**src/rtl/cpu_run_ctrl.sv**
```systemverilog
// Run/halt/step sequencer and program loader for the 4-bit cpu core.
// Optional breakpoint logic is compiled in when TW4_BREAKPOINT_EN is defined.
module cpu_run_ctrl #(
  parameter int ADDR_W  = 4,
  parameter int DATA_W  = 8,
  parameter int CYCLE_W = 16
) (
  input  logic               clock,
  input  logic               reset,
  input  logic               cmd_valid,
  output logic               cmd_ready,
  input  logic [1:0]         cmd_op,
  input  logic [ADDR_W-1:0]  cmd_addr,
  input  logic [DATA_W-1:0]  cmd_data,
  output logic               cmd_err,
  input  logic [ADDR_W-1:0]  fetch_addr,
  output logic               cpu_en,
  output logic               mem_we,
  output logic [ADDR_W-1:0]  mem_waddr,
  output logic [DATA_W-1:0]  mem_wdata,
  input  logic               bp_en,
  input  logic [ADDR_W-1:0]  bp_addr,
  output logic               bp_hit,
  output logic [1:0]         state,
  output logic [CYCLE_W-1:0] cycle_cnt
);

  typedef enum logic [1:0] {
    S_HALT = 2'b00,
    S_RUN  = 2'b01,
    S_STEP = 2'b10,
    S_LOAD = 2'b11
  } state_t;

  localparam logic [1:0] OP_RUN  = 2'b00;
  localparam logic [1:0] OP_HALT = 2'b01;
  localparam logic [1:0] OP_STEP = 2'b10;
  localparam logic [1:0] OP_LOAD = 2'b11;

  state_t              state_reg, state_next;
  logic                err_reg, err_next;
  logic [ADDR_W-1:0]   waddr_reg, waddr_next;
  logic [DATA_W-1:0]   wdata_reg, wdata_next;
  logic                bp_hit_reg, bp_hit_next;
  logic                first_reg, first_next;
  logic [CYCLE_W-1:0]  cnt_reg;
  logic                accept;
  logic                bp_hit_now;

`ifdef TW4_BREAKPOINT_EN
  // The first RUN cycle is exempt so execution can resume from the breakpoint address.
  assign bp_hit_now = (state_reg == S_RUN) && bp_en && (fetch_addr == bp_addr) && !first_reg;
`else
  logic unused_bp;
  assign unused_bp  = ^{bp_en, bp_addr, fetch_addr, first_reg};
  assign bp_hit_now = 1'b0;
`endif

  assign cmd_ready = !reset && ((state_reg == S_HALT) || (state_reg == S_RUN));
  assign accept    = cmd_valid && cmd_ready;
  assign cpu_en    = !reset && (((state_reg == S_RUN) && !bp_hit_now) || (state_reg == S_STEP));
  assign mem_we    = !reset && (state_reg == S_LOAD);
  assign cmd_err   = err_reg;
  assign mem_waddr = waddr_reg;
  assign mem_wdata = wdata_reg;
  assign bp_hit    = bp_hit_reg;
  assign state     = state_reg;
  assign cycle_cnt = cnt_reg;

  always_comb begin
    state_next  = state_reg;
    err_next    = 1'b0;
    waddr_next  = waddr_reg;
    wdata_next  = wdata_reg;
    bp_hit_next = bp_hit_reg;
    first_next  = 1'b0;
    case (state_reg)
      S_HALT: begin
        if (accept) begin
          case (cmd_op)
            OP_RUN: begin
              state_next = S_RUN;
              first_next = 1'b1;
            end
            OP_STEP: state_next = S_STEP;
            OP_LOAD: begin
              state_next = S_LOAD;
              waddr_next = cmd_addr;
              wdata_next = cmd_data;
            end
            default: state_next = S_HALT;
          endcase
        end
      end
      S_RUN: begin
        if (accept && (cmd_op == OP_HALT)) state_next = S_HALT;
        if (accept && ((cmd_op == OP_STEP) || (cmd_op == OP_LOAD))) err_next = 1'b1;
        if (bp_hit_now) state_next = S_HALT;
      end
      default: state_next = S_HALT;
    endcase
`ifdef TW4_BREAKPOINT_EN
    if (accept && ((cmd_op == OP_RUN) || (cmd_op == OP_STEP))) bp_hit_next = 1'b0;
    if (bp_hit_now) bp_hit_next = 1'b1;
`else
    bp_hit_next = 1'b0;
`endif
  end

  always_ff @(posedge clock) begin
    if (reset) begin
      state_reg  <= S_HALT;
      err_reg    <= 1'b0;
      waddr_reg  <= '0;
      wdata_reg  <= '0;
      bp_hit_reg <= 1'b0;
      first_reg  <= 1'b0;
      cnt_reg    <= '0;
    end else begin
      state_reg  <= state_next;
      err_reg    <= err_next;
      waddr_reg  <= waddr_next;
      wdata_reg  <= wdata_next;
      bp_hit_reg <= bp_hit_next;
      first_reg  <= first_next;
      if (cpu_en && (cnt_reg != {CYCLE_W{1'b1}})) cnt_reg <= cnt_reg + 1'b1;
    end
  end

endmodule

```
**config.mk**
```make
export PLATFORM = sky130hd
export DESIGN_NAME = cpu_run_ctrl
export DESIGN_NICKNAME = d
export VERILOG_FILES = /design/src/rtl/cpu_run_ctrl.sv
export SDC_FILE = /design/constraint.sdc
export NUM_CORES = 1
export LEC_CHECK = 0
export BUFFER_PORTS_ARGS = -buffer_cell sky130_fd_sc_hd__buf_2
export CAP_MARGIN = 30
export CORE_ASPECT_RATIO = 0.6
export CORE_MARGIN = 2
export CORE_UTILIZATION = 51
export DETAILED_ROUTE_END_ITERATION = 8
export PLACE_DENSITY = 0.83
export SYNTH_ARGS = -nofsm -noshare
export SYNTH_HDL_FRONTEND = slang
export SYNTH_SLANG_ARGS = --single-unit
export TNS_END_PERCENT = 1
```
**constraint.sdc**
```tcl
create_clock -name clock -period 6.65 [get_ports clock]
set_clock_uncertainty 0.05 [all_clocks]
set_input_delay 0.9975 -clock clock [delete_from_list [all_inputs] [get_ports clock]]
set_output_delay 0.9975 -clock clock [all_outputs]
set_load 0.02 [all_outputs]
```
## Word-level counts from Yosys, hierarchy flattened

Cells that the tools add are included.

- Bits in registers: 31
- Input port bits: 26
- Output and inout bits: 35
- Word-level logic and storage cells: 37

- Add/sub/neg operators: 1
- Eq/ne operators: 9
- Multiplexer cells: 5
- Bitwise gates (word level): 1
- Reduce and logical (&&, ||, !) cells: 16

Operators by type and width:

| cell | count |
|---|---|
| 16-bit by 1-bit adder with 16-bit output (second input constant) | 1 |
| 16-bit inequality test (second input constant) | 1 |
| 2-bit equality test (second input constant) | 4 |
| 1-bit logical AND | 7 |
| 2-bit case mux with 3 select lines | 1 |
| 2-bit by 1-bit equality test with 1-bit output (second input constant) | 2 |
| 2-bit zero test | 2 |
| 2-bit 2-to-1 mux | 2 |
| 2-bit case mux with 2 select lines | 1 |
| 1-bit logical OR | 3 |
| 3-bit AND reduction | 1 |
| 2-bit by 1-bit inequality test with 1-bit output (second input constant) | 1 |
| 2-bit inequality test (second input constant) | 1 |
| 2-bit AND reduction | 1 |
| 2-bit OR reduction | 1 |
| 1-bit zero test | 1 |
| 1-bit 2-to-1 mux | 1 |
| 1-bit inverter | 1 |

## Longest topological paths before layout

- Depth in word-level cells: 7
- Mapped depth: 7
- Gate-level depth less buffers: 6

## Least setup slack after synthesis

Ideal clock, no wire load.

- Path kind: input to output
- Start: input port reset
- End: output port cmd_ready
- Arrival: 1,713 ps
- Data required time: 5,602 ps
- Path slack: 3,889 ps
- Stages: 3
- Path buffers: 2
- Cells stage by stage: clkbuf_1 -> clkbuf_1 -> nor2_1

- Cells in the longest elaborated chain, start to end: 2

RTL lines:

| item | RTL line | source |
|---|---|---|
| start, declared | 9 | `input logic reset,` |
| 1-bit zero test | 59 | `assign cmd_ready = !reset && ((state_reg == S_HALT) \|\| (state_reg == S_RUN));` |
| 1-bit logical AND | 59 |  |
| end, declared | 11 | `output logic cmd_ready,` |

Every way passes these cells.

## Worst setup path after layout

Same ends and word-level chain as after synthesis.

==> summary.md <==
| Metric | Value |
|---|---|
| Setup crit start kind | `input port` |
| Detailed placer's ending HPWL | `2579 um` |
| DRC violations left | `0` |
| Power density of the placed cells | `197.7 nW/um2` |
| First-pass GRT wire length | `5658 um` |
| Remaining antenna violation count after routing | `0` |
| Number of cells in the finished layout apart from fillers | `276` |
| FFs w/ async S/R, synth | `0` |
| Area of the die | `3464 um2` |
| Placed cells | `268` |
| Post-CTS Resized | `0` |
| Worst relative slew slack | `0.3188` |
| VDD IR max | `0.1168 mV` |
| Vias in the first global route | `1257` |
| Pin count of the biggest net entering global routing | `37` |
| Critical path data required time | `5600 ps` |
| Origin of the worst min-delay path | `mem_wdata[6]$_SDFFE_PP0P_` |
| Insertion delay of the later-clocked pin in the worst-skew pair | `280 ps` |
| Top_reg_cell synth | `dfxtp_1` |
| Gate count after technology mapping | `183` |
| Netlist Area Pre-Place | `1528 um2` |
| Worst R2R Setup Slack | `4220 ps` |
| Nets in the synthesized netlist | `217` |
| Area used by multi-input combinational logic | `849.6 um2` |
| Final critical-path required period | `2807 ps` |
| Sort of element at the end of the critical path | `output port` |
| Worst Hold Path Cells | `2` |
| Final period utilization | `0.4221` |
| Average footprint of a synthesized cell | `8.348 um2` |
| Yosys warnings | `0` |
| Maximum frequency from static timing analysis | `356.3 MHz` |
| I/O pin total | `61` |
| Clock Tree Buf Depth | `2` |
| Source of the worst register-to-register timing path | `state[0]$_SDFFE_PP0P_` |
| EDFF count, synth | `0` |
| N_diodes | `0` |
| Number of cell rows | `15` |
| Clk Tree Root Cell | `clkbuf_8` |
| Leakage power | `0.8555 nW` |
| Max-cap viol count | `0` |
| Starting density of the core | `0.5355` |
| Pins over their slew limit | `0` |
| TritonCTS clock tree | `done` |
| Status | `finished clean` |
| Number of DRC violations after detailed-routing iteration 0 | `134` |
| Synthesis-stage register bit count | `31` |
| Hold-fix buffers at CTS | `0` |
| Largest fanout of any net on the critical path | `36` |
| Placer congestion estimate | `0.8438` |
| Area used by sequential logic in the layout | `620.6 um2` |
| Setup TNS | `0 ps` |
| Distinct cell type count of the synthesized netlist | `41` |
| Number of filler cells placed in the layout | `265` |
| Count of input and output buffers | `50` |
| Final setup viols | `0` |
| Area share of the largest cell type after synthesis | `0.4062` |
| Hold-critical path endpoint | `mem_wdata[6]$_SDFFE_PP0P_` |
| Final Routed Wirelength | `3518 um` |
| Width of the die | `74.66 um` |
| Max reg flops | `16` |
| Critical path launch point | `reset` |
| Number of clock sinks seen by CTS | `31` |
| Post-synthesis sequential area ratio | `0.4062` |
| Start-to-end type of the worst setup path | `in2out` |
| Core area | `2853 um2` |
| Reg2reg path depth | `6` |
| Cell type with the highest aggregate area in the netlist | `dfxtp_1` |
| Global-route congestion overflow total | `0` |
| Via/cell ratio | `5.525` |
| Total routing usage reported by global routing | `0.2224` |
| Vias post-DR | `1525` |
| Growth of design area from synthesis to finish | `23.10%` |
| Num CTS Buffers | `5` |
| Share of final-layout standard cells stronger than drive strength 1 | `0.2650` |
| Final Hold Vio Count | `0` |
| Critical register-to-register path endpoint | `cycle_cnt[9]$_SDFFE_PP0P_` |
| Min-Delay Path Class | `reg2reg` |
| Initial antenna violation count | `0` |
| Clock input transition at the sequential cells of the worst setup and hold paths | `60 ps` |
| CP Data Arrival Time | `1760 ps` |
| Dpl ws | `3765 ps` |
| Avg WL per Cell | `12.75 um` |
| Iteration count of the initial detailed-routing pass | `4` |
| Final WS setup | `3843 ps` |
| Slew of the pin with the lowest slew margin | `1012 ps` |
| Setup repair bufs after CTS | `0` |
| Cell types with the largest area share after synthesis | `dfxtp_1 41%, nand2_1 7.6%, ha_1 6.6%, a21oi_1 6.2%, nor2_1 2.9%` |
| CTS H-tree lvls | `2` |
| Nets@finish | `267` |
| Overall power of the completed layout | `0.0003718 W` |
| Unrepaired setup endpoints after global routing | `no` |
| Die outline height | `46.40 um` |
==> cell families after synthesis <==
| logic type | count (synthesis) | share of synthesized area |
|---|---|---|
| AND/OR/NAND/NOR | 85 | 0.2948 |
| adder cells (fa/ha/maj) | 8 | 0.06552 |
| other | 1 | 0.002455 |
| multiplexers | 4 | 0.02785 |
| flip-flops | 31 | 0.4062 |
| AO/OA/AOI/OAI | 39 | 0.1597 |
| XOR/XNOR | 1 | 0.005734 |
| buffers and inverters | 14 | 0.03767 |
==> synthesized netlist by cell type (all sizes together) (4+ instances only) <==
cell type and n:
a21oi 19, clkbuf 5, dfxtp 31, ha 8, inv 7, nand2 31, nand3 6, nand4 5
nor2 12, nor2b 5, nor3 4, o21ai 4, o31ai 4
==> cells in the final DEF (no fill, tap or decap), drive strengths merged, types with 5 or more instances in the layout <==
cell / instances
ha: 8
nand3: 6
clkbuf: 7
buf: 50
nand4: 5
nand2: 31
a21oi: 19
nor2: 12
nor2b: 5
inv: 7
dfxtp: 31
==> layout make-up <==
type / count / share of cell area
Tap cell: 42 / 0.02794
Multi-Input combinational cell: 138 / 0.4518
Timing Repair Buffer: 50 / 0.1331
Inverter: 7 / 0.01397
Clock buffer: 7 / 0.04059
Sequential cell: 31 / 0.3300
Clock inverter: 1 / 0.002661
==> routing by layer <==
layer | routed length [um] | vias to the layer above | track usage
li1 | - | 755 | -
met2 | 1563 | 55 | 0.3239
met4 | 49 | 0 | 0.09643
met1 | 1689 | 710 | 0.3094
met5 | 0 | - | 0
met3 | 215 | 5 | 0.06127
==> worst max-delay path, cell delays in order <==
cell and delay, ps:
buf_2 480, nor2_1 100, buf_2 180
==> per-stage QoR <==
stage          hold slack, ps  instance area, um2    util
3_3_place_gp            391.7                1799  0.6307
5_1_grt                 429.4                1881  0.6592
6_report                400.0                1881  0.6592
2_1_floorplan           484.4                1528       -
4_1_cts                 403.8                1881  0.6592
3_5_place_dp            395.4                1799  0.6307
==> worst max path at each step <==
stage,to,cells after the start
global placement,cycle_cnt[13]$_SDFFE_PP0P_,5
finish,cmd_ready,3
detailed placement,cycle_cnt[13]$_SDFFE_PP0P_,5
global route,cpu_en,3
floorplan,cmd_ready,3
CTS,cmd_ready,3
==> power breakdown <==
part | switching (W) | internal (W) | leakage (nW)
sequential | 0.00000302 | 0.000190 | 0.250
combinational | 0.0000249 | 0.0000160 | 0.563
clock | 0.0000652 | 0.0000732 | 0.0422
Power figures use the tool's default switching activity.
